===== src/rtl/fifo_word_serializer_pkg.sv =====
// Shared types and constants for the FIFO word serializer.
// FIFO_SER_SYNC_HDR_EN adds one sync byte ahead of every word.
package fifo_ser_pkg;

  typedef enum logic [1:0] {IDLE, POP, LOAD, SEND} state_t;

  localparam logic [7:0] SYNC_BYTE = 8'hA5;

`ifdef FIFO_SER_SYNC_HDR_EN
  localparam int HDR_BYTES = 1;
`else
  localparam int HDR_BYTES = 0;
`endif

  function automatic int bytes_per_word(input int data_w);
    return data_w / 8 + HDR_BYTES;
  endfunction

endpackage


===== src/rtl/fifo_word_serializer_if.sv =====
// FIFO read side and byte-stream side of the serializer.
// The master modport is the serializer; the slave modport is the FIFO and transmitter.
interface fifo_word_serializer_if #(
  parameter int DATA_W = 64,
  parameter int CNT_W  = 16
);
  logic              fifo_empty;
  logic [DATA_W-1:0] fifo_data;
  logic              fifo_rd_en;
  logic [7:0]        tx_data;
  logic              tx_valid;
  logic              tx_ready;
  logic              busy;
  logic [CNT_W-1:0]  word_cnt;

  modport master (
    input  fifo_empty, fifo_data, tx_ready,
    output fifo_rd_en, tx_data, tx_valid, busy, word_cnt
  );

  modport slave (
    output fifo_empty, fifo_data, tx_ready,
    input  fifo_rd_en, tx_data, tx_valid, busy, word_cnt
  );
endinterface


===== src/rtl/fifo_word_serializer.sv =====
// Pops words from a registered-read FIFO and sends them as bytes on a valid/ready stream.
// Build with FIFO_SER_SYNC_HDR_EN to prefix each word with SYNC_BYTE.
module fifo_word_serializer
  import fifo_ser_pkg::*;
#(
  parameter int DATA_W    = 64,
  parameter int MSB_FIRST = 1,
  parameter int CNT_W     = 16
) (
  input  logic                  clk,
  input  logic                  rst,
  fifo_word_serializer_if.master bus
);

  localparam int BPW   = bytes_per_word(DATA_W);
  localparam int IDX_W = $clog2(BPW);

  state_t            state_q, state_d;
  logic [IDX_W-1:0]  idx_q, idx_d;
  logic [DATA_W-1:0] shreg_q, shreg_d;
  logic [7:0]        tx_data_q, tx_data_d;
  logic              tx_valid_q, tx_valid_d;
  logic              rd_en_q, rd_en_d;
  logic              busy_q;
  logic [CNT_W-1:0]  word_cnt_q, word_cnt_d;

  function automatic logic [7:0] data_byte(input logic [DATA_W-1:0] w, input int j);
    if (MSB_FIRST != 0) return w[DATA_W-1-8*j -: 8];
    else                return w[8*j +: 8];
  endfunction

  // Byte k of the outgoing sequence, header included when enabled.
  function automatic logic [7:0] seq_byte(input logic [DATA_W-1:0] w, input int k);
`ifdef FIFO_SER_SYNC_HDR_EN
    if (k == 0) return SYNC_BYTE;
    return data_byte(w, k - 1);
`else
    return data_byte(w, k);
`endif
  endfunction

  always_comb begin
    state_d    = state_q;
    idx_d      = idx_q;
    shreg_d    = shreg_q;
    tx_data_d  = tx_data_q;
    tx_valid_d = tx_valid_q;
    rd_en_d    = 1'b0;
    word_cnt_d = word_cnt_q;
    case (state_q)
      IDLE: begin
        if (!bus.fifo_empty) begin
          state_d = POP;
          rd_en_d = 1'b1;
        end
      end
      POP: state_d = LOAD;
      LOAD: begin
        // FIFO data landed at the POP edge, so it is valid here.
        shreg_d    = bus.fifo_data;
        idx_d      = '0;
        tx_data_d  = seq_byte(bus.fifo_data, 0);
        tx_valid_d = 1'b1;
        state_d    = SEND;
      end
      SEND: begin
        if (tx_valid_q && bus.tx_ready) begin
          if (idx_q == IDX_W'(BPW - 1)) begin
            word_cnt_d = word_cnt_q + CNT_W'(1);
            tx_valid_d = 1'b0;
            if (!bus.fifo_empty) begin
              state_d = POP;
              rd_en_d = 1'b1;
            end else begin
              state_d = IDLE;
            end
          end else begin
            idx_d     = idx_q + IDX_W'(1);
            tx_data_d = seq_byte(shreg_q, int'(idx_q) + 1);
          end
        end
      end
      default: state_d = IDLE;
    endcase
  end

  always_ff @(posedge clk or posedge rst) begin
    if (rst) begin
      state_q    <= IDLE;
      idx_q      <= '0;
      shreg_q    <= '0;
      tx_data_q  <= '0;
      tx_valid_q <= 1'b0;
      rd_en_q    <= 1'b0;
      busy_q     <= 1'b0;
      word_cnt_q <= '0;
    end else begin
      state_q    <= state_d;
      idx_q      <= idx_d;
      shreg_q    <= shreg_d;
      tx_data_q  <= tx_data_d;
      tx_valid_q <= tx_valid_d;
      rd_en_q    <= rd_en_d;
      busy_q     <= (state_d != IDLE);
      word_cnt_q <= word_cnt_d;
    end
  end

  assign bus.fifo_rd_en = rd_en_q;
  assign bus.tx_data    = tx_data_q;
  assign bus.tx_valid   = tx_valid_q;
  assign bus.busy       = busy_q;
  assign bus.word_cnt   = word_cnt_q;

endmodule


===== src/flat_wrapper.sv =====
// flat-port wrapper written by rule: the top's interface ports become plain ports
module fifo_word_serializer_flat import fifo_ser_pkg::*;
#(
  parameter int DATA_W    = 64,
  parameter int MSB_FIRST = 1,
  parameter int CNT_W     = 16
)
  (clk, rst, bus_fifo_empty, bus_fifo_data, bus_tx_ready, bus_fifo_rd_en, bus_tx_data, bus_tx_valid, bus_busy, bus_word_cnt);
  fifo_word_serializer_if #(.DATA_W(DATA_W), .CNT_W(CNT_W)) bus_i ();
  input  logic clk;
  input  logic rst;
  input wire logic [$bits(bus_i.fifo_empty)-1:0] bus_fifo_empty;
  input wire logic [$bits(bus_i.fifo_data)-1:0] bus_fifo_data;
  input wire logic [$bits(bus_i.tx_ready)-1:0] bus_tx_ready;
  output wire logic [$bits(bus_i.fifo_rd_en)-1:0] bus_fifo_rd_en;
  output wire logic [$bits(bus_i.tx_data)-1:0] bus_tx_data;
  output wire logic [$bits(bus_i.tx_valid)-1:0] bus_tx_valid;
  output wire logic [$bits(bus_i.busy)-1:0] bus_busy;
  output wire logic [$bits(bus_i.word_cnt)-1:0] bus_word_cnt;
  assign bus_i.fifo_empty = bus_fifo_empty;
  assign bus_i.fifo_data = bus_fifo_data;
  assign bus_i.tx_ready = bus_tx_ready;
  assign bus_fifo_rd_en = bus_i.fifo_rd_en;
  assign bus_tx_data = bus_i.tx_data;
  assign bus_tx_valid = bus_i.tx_valid;
  assign bus_busy = bus_i.busy;
  assign bus_word_cnt = bus_i.word_cnt;
  fifo_word_serializer #(.DATA_W(DATA_W), .MSB_FIRST(MSB_FIRST), .CNT_W(CNT_W)) u_core (.clk(clk), .rst(rst), .bus(bus_i));
endmodule

===== config.mk =====
export PLATFORM = sky130hd
export DESIGN_NAME = fifo_word_serializer_flat
export DESIGN_NICKNAME = d
export VERILOG_FILES = /design/src/rtl/fifo_word_serializer_pkg.sv /design/src/rtl/fifo_word_serializer_if.sv /design/src/rtl/fifo_word_serializer.sv /design/src/flat_wrapper.sv
export SDC_FILE = /design/constraint.sdc
export NUM_CORES = 1
export LEC_CHECK = 0
export BUFFER_PORTS_ARGS = -buffer_cell sky130_fd_sc_hd__buf_2
export CORE_MARGIN = 5
export CORE_UTILIZATION = 27
export CTS_CLUSTER_SIZE = 25
export DETAILED_ROUTE_END_ITERATION = 16
export HOLD_SLACK_MARGIN = 0.06
export PLACE_DENSITY_LB_ADDON = 0.15
export SETUP_SLACK_MARGIN = 0.15
export SYNTH_ARGS = -nofsm -noshare
export SYNTH_HDL_FRONTEND = slang
export SYNTH_SLANG_ARGS = --single-unit

===== constraint.sdc =====
create_clock -name clk -period 7.1 [get_ports clk]
set_input_delay 1.42 -clock clk [delete_from_list [all_inputs] [get_ports clk]]
set_output_delay 1.42 -clock clk [all_outputs]
set_load 0.005 [all_outputs]

==> metrics.md <==
| Metric | Value |
|---|---|
| Skew-Pair Late Insertion Delay | 0.35 ns |
| Reg power frac | 38.1% |
| Period minus WS final | 2.59 ns |
| Final wirelength | 10.5 mm |
| Yosys cell types | 36 |
| Comb pwr share | 37.8% |
| RSZ-0062 raised after global routing | false |
| Worst Path Max Fanout | 27 |
| Crit path DAT | 2.86 ns |
| Fin util | 34.0% |
| Clock power frac | 24.1% |
| Final hold vios | 0 |
| P_sw | 762 uW |
| Lkg Pwr | 0.00239 uW |
| Sequential cell area fraction in the yosys report | 55.4% |
| CP Buf/Inv Count | 1 |
| Gate family responsible for the most delay along the worst path | simple AND/OR/NAND/NOR gates |
| Worst Setup EP | u_core.bus.tx_data[7]$_DFFE_PP0P_ |
| Worst r2r src | u_core.idx_q[0]$_DFFE_PP0P_ |
| Synth-to-Final Area Change | 24.0% |
| Multiplexer share of the synthesized area | 24.5% |
| Met3 Usage GRT | 3.68% |
| DRT Pass-1 Iters | 4 |
| CTS H-Tree Depth | 3 |
| Final setup vio count | 0 |
| Compound-cell area share of the yosys netlist | 6.20% |
| Fin. max-slew vios | 0 |
| Clk buf depth | 2 |
| Met1 usage | 14.7% |
| Design Power | 2380 uW |
| Max-slew headroom | 40.0% |
| Synth area leader | dfrtp_1 |
| Die ar. | 18700 sq um |
| CP Class | register to register |
| Simple-Gate Fraction of Synth Area | 6.41% |
| Max-cap viol count | 0 |
| Mapped Nets | 399 |
| Setup crit start | u_core.idx_q[0]$_DFFE_PP0P_ |
| First-pass GRT wire length | 16.5 mm |
| Syn Inst Count | 324 |
| DRT iter0 DRCs | 123 |
| Status | completed |
| Resized cells post-CTS | 0 |
| Most Crowded Layer GR | met2 |
| Antenna-violating nets left | 0 |
| Starting Density | 27.4% |
| Pwr Density | 442 nW/um^2 |
| Flops & latches, synth | 96 |
| Antenna cells | 0 |
| Switch share | 32.0% |
| Worst setup EP type | register |
| Post-DP HPWL | 7.43 mm |
| Grt total ovfl | 0 |
| Slowest cell delay on critical path | 0.56 ns |
| Top cells by area, synth | dfrtp_1 55%, mux2_2 17%, mux4_2 4.7% |
| Die W | 137 um |
| Fin Setup TNS | 0 ns |
| Largest net degree at the start of global routing | 71 |
| Finished Layout Cells | 637 |
| Worst reg-to-reg path cell count | 7 |
| Fmax | 385 MHz |
| Clock slew at reported path FFs | 0.07 ns |
| Total GRT Usage | 11.8% |
| WP data required | 7.37 ns |
| Die height | 137 um |
| Total CTS buffers | 9 |
| Core box area | 15800 sq um |
| IO Port Bufs | 94 |
| Mapped Area | 4340 sq um |
| Clock sink total | 96 |
| Met2 Use GR | 18.6% |
| Via density | 4.54 |
| TritonCTS clock tree | done |
| CP max-delay cell | nand4b_1 |
| Largest family of logic cells by synthesized area | multiplexers |
| Share of cells above drive strength 1 | 45.1% |
| Synth top area share | 55.4% |
| Post-synthesis adder-cell area fraction | 2.02% |
| Avg Cell Area, Syn | 13.4 sq um |
| FF-to-FF End | u_core.bus.tx_data[7]$_DFFE_PP0P_ |
| Worst Setup Start Kind | register |
| Worst VDD drop | 0.132 mV |
| Routed len/inst | 16.4 um |
| Slew @ Worst Pin | 0.901 ns |
| Initial antenna violation count | 1 |
| Vias | 2894 |
| Max Clock Skew | 0.00775 ns |
| Reg2reg setup slack | 4.51 ns |
| Critical-path cell list | buf_4, ha_1, ha_1, nand4b_1, nand2_1, o21ai_0, o21ai_0 |
| Vias in the first global route | 3066 |
| Rows | 46 |
| Placed instance count | 621 |
| DR DRC count | 0 |
| IO Pins | 95 |
| Hold buffer count at CTS | 0 |
| Hold Crit Class | register to register |
| Clk root buf | clkbuf_16 |
| Critical path depth in cells | 7 |
| Period utilisation layout | 36.5% |
| Final net count | 491 |
| RePlAce Congestion | 0.756 |
| Synth Area in XOR/XNOR | 3.03% |
| Int Pwr | 1620 uW |
| Yosys warns | 0 |
| WHS | 0.465 ns |
| Setup Buffers After CTS | 0 |
[routing by layer]
metal / wire length [um] / share of wire (%) / vias up
li1: - / - / 1367
met1: 4570 / 44 / 1434
met2: 4990 / 48 / 73
met3: 645 / 6.2 / 18
met4: 257 / 2.5 / 2
met5: 7 / 0.067 / -
[logic make-up after synthesis]
kind of cell | count (synthesis)
xor gates and xnor gates | 15
and+or+nand+nor | 54
DFF | 96
muxes | 87
buffers and inverters | 22
AOI/OAI and AO/OA | 43
adders and majority gates | 7
[area by class of cell]
class / count / area (sq um)
Clock buffer: 12 / 256
Clock inverter: 4 / 98.8
Fill cell: 1605 / 10500
Inverter: 6 / 25.0
Multi-Input combinational cell: 206 / 1830
Sequential cell: 96 / 2400
Tap cell: 216 / 270
Timing Repair Buffer: 97 / 493
[per-stage QoR]
stage | worst slack, ns | instance area (sq um)
2_1_floorplan | 3.17 | 4340
3_3_place_gp | 4.28 | 5020
3_5_place_dp | 4.25 | 5020
4_1_cts | 4.49 | 5380
5_1_grt | 4.29 | 5380
6_report | 4.51 | 5380
[placed cells by master, fill, tap and decap left out, drive strengths merged]
| master | instances |
|---|---|
| a311oi | 1 |
| o21ai | 13 |
| clkinv | 1 |
| or3 | 1 |
| buf | 97 |
| nand4 | 4 |
| nor2b | 1 |
| and4 | 3 |
| a31oi | 2 |
| mux2i | 14 |
| a21oi | 10 |
| o32a | 1 |
| nand2 | 10 |
| nand2b | 2 |
| mux2 | 64 |
| nand4b | 1 |
| or2 | 1 |
| a41oi | 1 |
| a221oi | 1 |
| xnor2 | 9 |
| o211ai | 7 |
| nor2 | 16 |
| clkbuf | 12 |
| ha | 7 |
| inv | 6 |
| a22oi | 7 |
| nand3 | 10 |
| mux4 | 9 |
| nor3 | 3 |
| xor2 | 6 |
| dfrtp | 96 |
| bufinv | 3 |
| and3 | 2 |
[state kept, by name (all words and copies together) (netlist names)]
| name | count |
|---|---|
| u_core.bus.word_cnt | 16 |
| u_core.bus.busy | 1 |
| u_core.state_q | 2 |
| u_core.idx_q | 3 |
| u_core.bus.tx_data | 8 |
| u_core.bus.fifo_rd_en | 1 |
| u_core.shreg_q | 64 |
| u_core.bus.tx_valid | 1 |
[synth_stat cells]
cell,instances
dfrtp_1,96
mux2_2,64
nor2_1,16
mux2i_1,14
o21ai_0,13
a21oi_1,10
nand2_1,10
nand3_1,10
mux4_2,9
xnor2_1,9
a22oi_1,7
clkbuf_1,7
ha_1,7
o211ai_1,7
buf_2,6
xor2_1,6
inv_1,5
and4_1,3
nand4_1,3
a31oi_1,2
and3_1,2
buf_4,2
nand2b_1,2
nor3_1,2
a221oi_1,1
a311oi_1,1
a41oi_1,1
buf_6,1
clkinv_1,1
nand4_2,1
nand4b_1,1
nor2b_1,1
nor3_2,1
o32a_1,1
or2_2,1
or3_1,1
[power groups by stage]
stage	Clock (uW)	Combinational, uW	Sequential [uW]
2_1_floorplan	0	700	876
3_3_place_gp	0	909	914
3_5_place_dp	0	921	922
4_1_cts	599	923	911
5_1_grt	616	990	939
6_report	574	898	907
[how the worst min path moves through the flow]
stage	start	to	slack (ns)	depth (start not counted)
global route	u_core.bus.word_cnt[15]$_DFFE_PP0P_	u_core.bus.word_cnt[15]$_DFFE_PP0P_	0.50	1
finish	u_core.bus.word_cnt[15]$_DFFE_PP0P_	u_core.bus.word_cnt[15]$_DFFE_PP0P_	0.46	1
detailed placement	u_core.bus.word_cnt[15]$_DFFE_PP0P_	u_core.bus.word_cnt[15]$_DFFE_PP0P_	0.46	1
floorplan	u_core.bus.word_cnt[15]$_DFFE_PP0P_	u_core.bus.word_cnt[15]$_DFFE_PP0P_	0.47	1
CTS	u_core.bus.word_cnt[15]$_DFFE_PP0P_	u_core.bus.word_cnt[15]$_DFFE_PP0P_	0.47	1
global placement	u_core.bus.word_cnt[15]$_DFFE_PP0P_	u_core.bus.word_cnt[15]$_DFFE_PP0P_	0.46	1
[worst register-to-register path: cells and delay by family (launching register included)]
family	cells	cell delay, ns
simple gates	2	1.02
fa+ha+maj	2	0.55
flops	1	0.36
compound gates	2	0.30
buf+inv	1	0.28
Power figures use the tool's default switching activity.
